--- src/rtl/bconv_stream_layer.sv ---
// Streaming binary convolution layer.
// Takes a binarised feature map one pixel per beat in row-major order, builds a
// K_H x K_W window from line buffers, and emits one N_CH-bit thresholded
// XNOR-popcount result per valid window position.
// Optional build macro BCONV_POPCOUNT_OUT_EN adds the out_popcount port.
module bconv_stream_layer #(
  parameter int INPUT_H = 28,
  parameter int INPUT_W = 28,
  parameter int K_H     = 3,
  parameter int K_W     = 3,
  parameter int N_CH    = 4,
  localparam int PC_W   = $clog2(K_H*K_W+1)
) (
  input  logic                    clk,
  input  logic                    rst,
  input  logic                    in_valid,
  output logic                    in_ready,
  input  logic                    in_pixel,
  input  logic [N_CH*K_H*K_W-1:0] kernels,
  input  logic [PC_W-1:0]         thresh,
  output logic                    out_valid,
  input  logic                    out_ready,
  output logic [N_CH-1:0]         out_pixel,
`ifdef BCONV_POPCOUNT_OUT_EN
  output logic [N_CH*PC_W-1:0]    out_popcount,
`endif
  output logic                    frame_done
);

  localparam int OUTPUT_H = INPUT_H - K_H + 1;
  localparam int OUTPUT_W = INPUT_W - K_W + 1;
  localparam int KN       = K_H * K_W;
  localparam int ROW_W    = $clog2(INPUT_H);
  localparam int COL_W    = $clog2(INPUT_W);

  logic [ROW_W-1:0]   row;
  logic [COL_W-1:0]   col;
  logic [KN-1:0]      win;
  logic [KN-1:0]      win_nxt;
  // lb[0] holds row r-1, lb[K_H-2] holds row r-K_H+1
  logic [INPUT_W-1:0] lb [K_H-1];
  logic               accept;
  logic               gen;
  logic               last_pos;
  logic               out_last;
  logic [PC_W-1:0]    pc [N_CH];
  logic [N_CH-1:0]    pix_nxt;
  logic [N_CH*PC_W-1:0] pc_flat;

  assign in_ready = !rst && (!out_valid || out_ready);
  assign accept   = in_valid && in_ready;
  assign gen      = (row >= ROW_W'(K_H-1)) && (col >= COL_W'(K_W-1));
  // the bottom-right window position is the last output of the frame
  assign last_pos = (row == ROW_W'(OUTPUT_H+K_H-2)) && (col == COL_W'(OUTPUT_W+K_W-2));

  // Window after the current pixel: shift left, new right column from line buffers + input
  always_comb begin
    win_nxt = '0;
    for (int i = 0; i < K_H; i++) begin
      for (int j = 0; j < K_W-1; j++) begin
        win_nxt[i*K_W+j] = win[i*K_W+j+1];
      end
    end
    for (int i = 0; i < K_H-1; i++) begin
      win_nxt[i*K_W+K_W-1] = lb[K_H-2-i][col];
    end
    win_nxt[KN-1] = in_pixel;
  end

  // XNOR-popcount per channel and unsigned threshold compare
  always_comb begin
    pix_nxt = '0;
    pc_flat = '0;
    for (int n = 0; n < N_CH; n++) begin
      pc[n] = '0;
      for (int b = 0; b < KN; b++) begin
        pc[n] = pc[n] + {{(PC_W-1){1'b0}}, ~(win_nxt[b] ^ kernels[n*KN+b])};
      end
      pix_nxt[n] = (pc[n] >= thresh);
      pc_flat[n*PC_W +: PC_W] = pc[n];
    end
  end

  // Line buffer: per-column shift of the last K_H-1 rows; contents need no reset
  always_ff @(posedge clk) begin
    if (accept) begin
      lb[0][col] <= in_pixel;
      for (int k = 1; k < K_H-1; k++) begin
        lb[k][col] <= lb[k-1][col];
      end
    end
  end

  // Position counters, window, single-entry output register and frame_done pulse
  always_ff @(posedge clk or posedge rst) begin
    if (rst) begin
      row        <= '0;
      col        <= '0;
      win        <= '0;
      out_valid  <= 1'b0;
      out_pixel  <= '0;
      out_last   <= 1'b0;
      frame_done <= 1'b0;
    end else begin
      frame_done <= out_valid && out_ready && out_last;
      if (out_valid && out_ready) begin
        out_valid <= 1'b0;
      end
      if (accept) begin
        win <= win_nxt;
        if (col == COL_W'(INPUT_W-1)) begin
          col <= '0;
          row <= (row == ROW_W'(INPUT_H-1)) ? '0 : row + 1'b1;
        end else begin
          col <= col + 1'b1;
        end
        if (gen) begin
          out_valid <= 1'b1;
          out_pixel <= pix_nxt;
          out_last  <= last_pos;
        end
      end
    end
  end

`ifdef BCONV_POPCOUNT_OUT_EN
  // Popcount output register, loaded together with out_pixel
  always_ff @(posedge clk or posedge rst) begin
    if (rst) begin
      out_popcount <= '0;
    end else if (accept && gen) begin
      out_popcount <= pc_flat;
    end
  end
`endif

endmodule
--- config.mk ---
export PLATFORM = sky130hd
export DESIGN_NAME = bconv_stream_layer
export DESIGN_NICKNAME = d
export VERILOG_FILES = /design/src/rtl/bconv_stream_layer.sv
export SDC_FILE = /design/constraint.sdc
export NUM_CORES = 1
export LEC_CHECK = 0
export CORE_MARGIN = 3
export CORE_UTILIZATION = 52
export CTS_CLUSTER_DIAMETER = 150
export DETAILED_ROUTE_END_ITERATION = 8
export GPL_ROUTABILITY_DRIVEN = 0
export PLACE_DENSITY = 0.79
export SLEW_MARGIN = 20
export SYNTH_ARGS = -nofsm -noshare
export SYNTH_HDL_FRONTEND = slang
export SYNTH_SLANG_ARGS = --single-unit
--- constraint.sdc ---
create_clock -name clk -period 4.3 [get_ports clk]
set_input_delay 0.86 -clock clk [delete_from_list [all_inputs] [get_ports clk]]
set_output_delay 0.86 -clock clk [all_outputs]
set_load 0.05 [all_outputs]
==> metrics list <==
- The run finished, with violations left.
- The final reports fail on setup timing.
- DR DRC count: 0
- The share of the Yosys chip area taken by registers is 46.51%.
* Post-synthesis cell type count: 52
* Number of synthesized flops with an enable pin: 56
- From synthesis to final layout, the design area changed by 25.01%.
- Number of global-route vias before repair: 3579
* Required time reported for the critical path endpoint: 4.51 ns
- Hold Path Stages: 1
- Across every metal layer, demand over resource in global routing totals 22.31%.
- Filler cells: 598
- CTS Hold Buffers Added: 0
- Most used flip-flop cell after synthesis: sky130_fd_sc_hd__edfxtp_1
* Total routed wirelength: 10.85 mm
- Summed over all layers, the global routing overflow is 0.
- Cell count of the worst reg-to-reg path: 19
- Wire length of the first global-routing pass: 17.56 mm
- The core region is 8891 sq um.
- Diodes inserted: 0
* First-pass iteration count of the detailed router: 5
- Setup repair after global routing could not meet its margin everywhere.
* Via Count: 3322
- In this run the tightest slew margin relative to its limit is 38.85%.
- Port buffer count: 51
- Setup Crit Path Kind: flip-flop to flip-flop
* Fmax: 220.2 MHz
* End of the worst hold path: frame_done$_DFF_PP0_
- Using the TritonRoute via totals, the vias-per-cell ratio works out to 5.537.
* Clock Latency Late Sink: 0.36 ns
* Number of pins with negative max-slew slack in the final report: 0
- CTS placed an instance of sky130_fd_sc_hd__clkbuf_8 at the clock tree root.
* Starting density of the core: 54.59%
- CTS tree: done
- Depth of the CTS H-tree: 3
- The clock net in this run drives a total of 79 sinks.
- The path class of the tightest hold or removal check is flip-flop to flip-flop.
* Share of final-layout standard cells stronger than drive strength 1: 22.15%
- The library cell used most frequently in the layout, excluding fill and tap cells, is sky130_fd_sc_hd__edfxtp_1.
* Clock Pin Slew Worst Setup and Hold Paths: 0.08 ns
- After the first detailed-routing iteration, the DRC count stood at 166.
- Reg2reg start: col[1]$_DFFE_PP0P_
- The floorplan step defined a die boundary enclosing 10530 sq um.
- Number of nets in the final layout: 582
- Horiz. Die Dim: 102.6 um
- Yosys printed 0 warnings.
- Antenna violations before repair: 0
* Shortest period the worst path allows: 4.542 ns
- In this run, synthesis produced a sequential element count of 79.
- R2R setup slack: -0.24 ns
- Post-Syn Instances: 404
* Final worst-path cycle share: 105.6%
* Crit path DAT: 4.75 ns
- Row generation in the floorplan step produced 34 rows.
- Hold violation total from the final report: 0
- Across all setup checks in the final design, the least slack found is -0.2422 ns.
- The worst setup path is captured at a flip-flop.
- Maximum buffer depth of the clock tree: 2
- In this run the most critical hold path is launched from out_valid$_DFF_PP0_.
* CTS Buf Count: 9
- Summing all placed instances gives a cell area of 5670 sq um.
* CP startpoint kind: flip-flop
- Antenna violation net count after detailed routing: 0
- The synthesized netlist occupies a cell area of 4853 sq um.
* Ys async rst share: 29.11%
* Height of the chip: 102.6 um
* Synthesized net count: 499
- Routed wire length per instance: 18.09 um
* Worst-margin pin slew: 0.9163 ns
* Post-route cell area: 6067 sq um
- At the placement stage, the worst setup path has a slack of -0.7103 ns.
- Entering global routing, the biggest net connects 24 pins.
- Worst clock skew on the final layout: 0.006490 ns
* # setup viols final: 4
- Along the worst path, the maximum fanout reaches 5.
- Boundary pin count: 52
* Top library cells by usage in the layout, fill and taps aside: sky130_fd_sc_hd__edfxtp_1 (56), sky130_fd_sc_hd__clkdlybuf4s50_1 (39), sky130_fd_sc_hd__nor2_1 (38)
* Half-perimeter wire length after placement: 7.782 mm
- Max capacitance violation total: 0
* Average instance area after synthesis: 12.01 sq um
- Tracing the worst setup path back leads to its startpoint at col[1]$_DFFE_PP0P_.
- Reg-to-Reg End: out_pixel[3]$_DFFE_PP0P_
## how the worst max path moves through the flow
stage,end,depth (start not counted)
after floorplan,out_pixel[3]$_DFFE_PP0P_,14
after global placement,out_pixel[3]$_DFFE_PP0P_,15
after detailed placement,out_pixel[3]$_DFFE_PP0P_,15
after CTS,out_pixel[2]$_DFFE_PP0P_,15
after global routing,out_pixel[3]$_DFFE_PP0P_,19
final,out_pixel[3]$_DFFE_PP0P_,19
## cells in the mapped netlist, drive strengths merged (2+ instances only)
library cell / instances / area [sq um]
fa: 20 / 400.4
nand3: 10 / 50.05
inv: 40 / 150.1
mux2: 6 / 67.56
o21ai: 3 / 18.76
a22oi: 4 / 30.03
xnor2: 24 / 210.2
nand3b: 2 / 27.53
ha: 30 / 375.4
buf: 12 / 80.07
nand4: 4 / 46.29
nand2: 13 / 51.30
clkbuf: 7 / 26.28
dfrtp: 23 / 575.6
nor2b: 6 / 37.54
a21oi: 18 / 90.09
edfxtp: 56 / 1682
nor2: 40 / 155.1
xor2: 21 / 183.9
nand2b: 8 / 50.05
mux4: 2 / 45.04
or2: 4 / 25.03
nor3: 2 / 15.01
mux2i: 24 / 240.2
a21o: 10 / 75.07
## metal layers
layer	up-vias	GRT usage, %	wire length, um
li1	1527	-	-
met1	1638	29.58	4580
met2	128	36.10	5337
met3	29	5.142	659
met4	0	8.174	273
met5	-	0	0
## layout make-up
| cell class | instances | area, sq um | share of cell area [%] |
|---|---|---|---|
| clock buffers | 10 | 127.6 | 2.104 |
| clock inverters | 6 | 37.54 | 0.6187 |
| inverters | 40 | 150.1 | 2.475 |
| multi-input cells | 266 | 2491 | 41.06 |
| flip-flops and latches | 79 | 2260 | 37.24 |
| well taps | 108 | 135.1 | 2.227 |
| repair buffers | 91 | 865.8 | 14.27 |
## critical path, stage by stage (launching register included)
cell and delay, ns:
sky130_fd_sc_hd__dfrtp_2 0.44, sky130_fd_sc_hd__clkbuf_16 0.19, sky130_fd_sc_hd__mux2i_1 0.28, sky130_fd_sc_hd__nand2_1 0.11, sky130_fd_sc_hd__nand3_1 0.12, sky130_fd_sc_hd__nand4_4 0.14, sky130_fd_sc_hd__buf_6 0.16, sky130_fd_sc_hd__xor2_2 0.16
sky130_fd_sc_hd__fa_1 0.49, sky130_fd_sc_hd__inv_2 0.04, sky130_fd_sc_hd__fa_1 0.55, sky130_fd_sc_hd__fa_2 0.21, sky130_fd_sc_hd__inv_2 0.04, sky130_fd_sc_hd__fa_1 0.50, sky130_fd_sc_hd__inv_1 0.04, sky130_fd_sc_hd__ha_1 0.28
sky130_fd_sc_hd__a21o_1 0.19, sky130_fd_sc_hd__a21o_1 0.20, sky130_fd_sc_hd__a21oi_2 0.16, sky130_fd_sc_hd__a21oi_1 0.08
## sequential cells by signal, indices dropped and copies added, names as in the netlist
| name | flops |
|---|---|
| out_last | 1 |
| frame_done | 1 |
| out_pixel | 4 |
| out_valid | 1 |
| lb | 56 |
| row | 5 |
| win | 6 |
| col | 5 |
## through the flow
step / hold WS, ns / util, % / setup TNS (ns) / cells
floorplan: 0.4896 / - / 0 / 404
global placement: 0.5105 / 63.78 / -2.261 / 575
detailed placement: 0.5177 / 63.78 / -2.565 / 575
CTS: 0.5336 / 67.25 / -0.6534 / 599
global route: 0.5642 / 68.24 / -1.285 / 600
finish: 0.5263 / 68.24 / -0.6822 / 600
## kinds of logic after synthesis
family                   Yosys count  share of synthesized area [%]
buffers and inverters             59                          5.285
AO/OA/AOI/OAI                     41                          5.672
AND/OR/NAND/NOR                   98                          11.16
multiplexers                      32                          7.270
XOR/XNOR                          45                          8.121
flip-flops                        79                          46.51
adder cells (fa/ha/maj)           50                          15.98
## repair_timing
item,in CTS,in global routing
pin swaps,26,19
resized for setup,30,17
cloned,1,1
buffers inserted,7,1
setup endpoints to repair,4,4
Power is not shown: default switching activity piles up to over one toggle a cycle in this logic, so the estimate is an artifact.
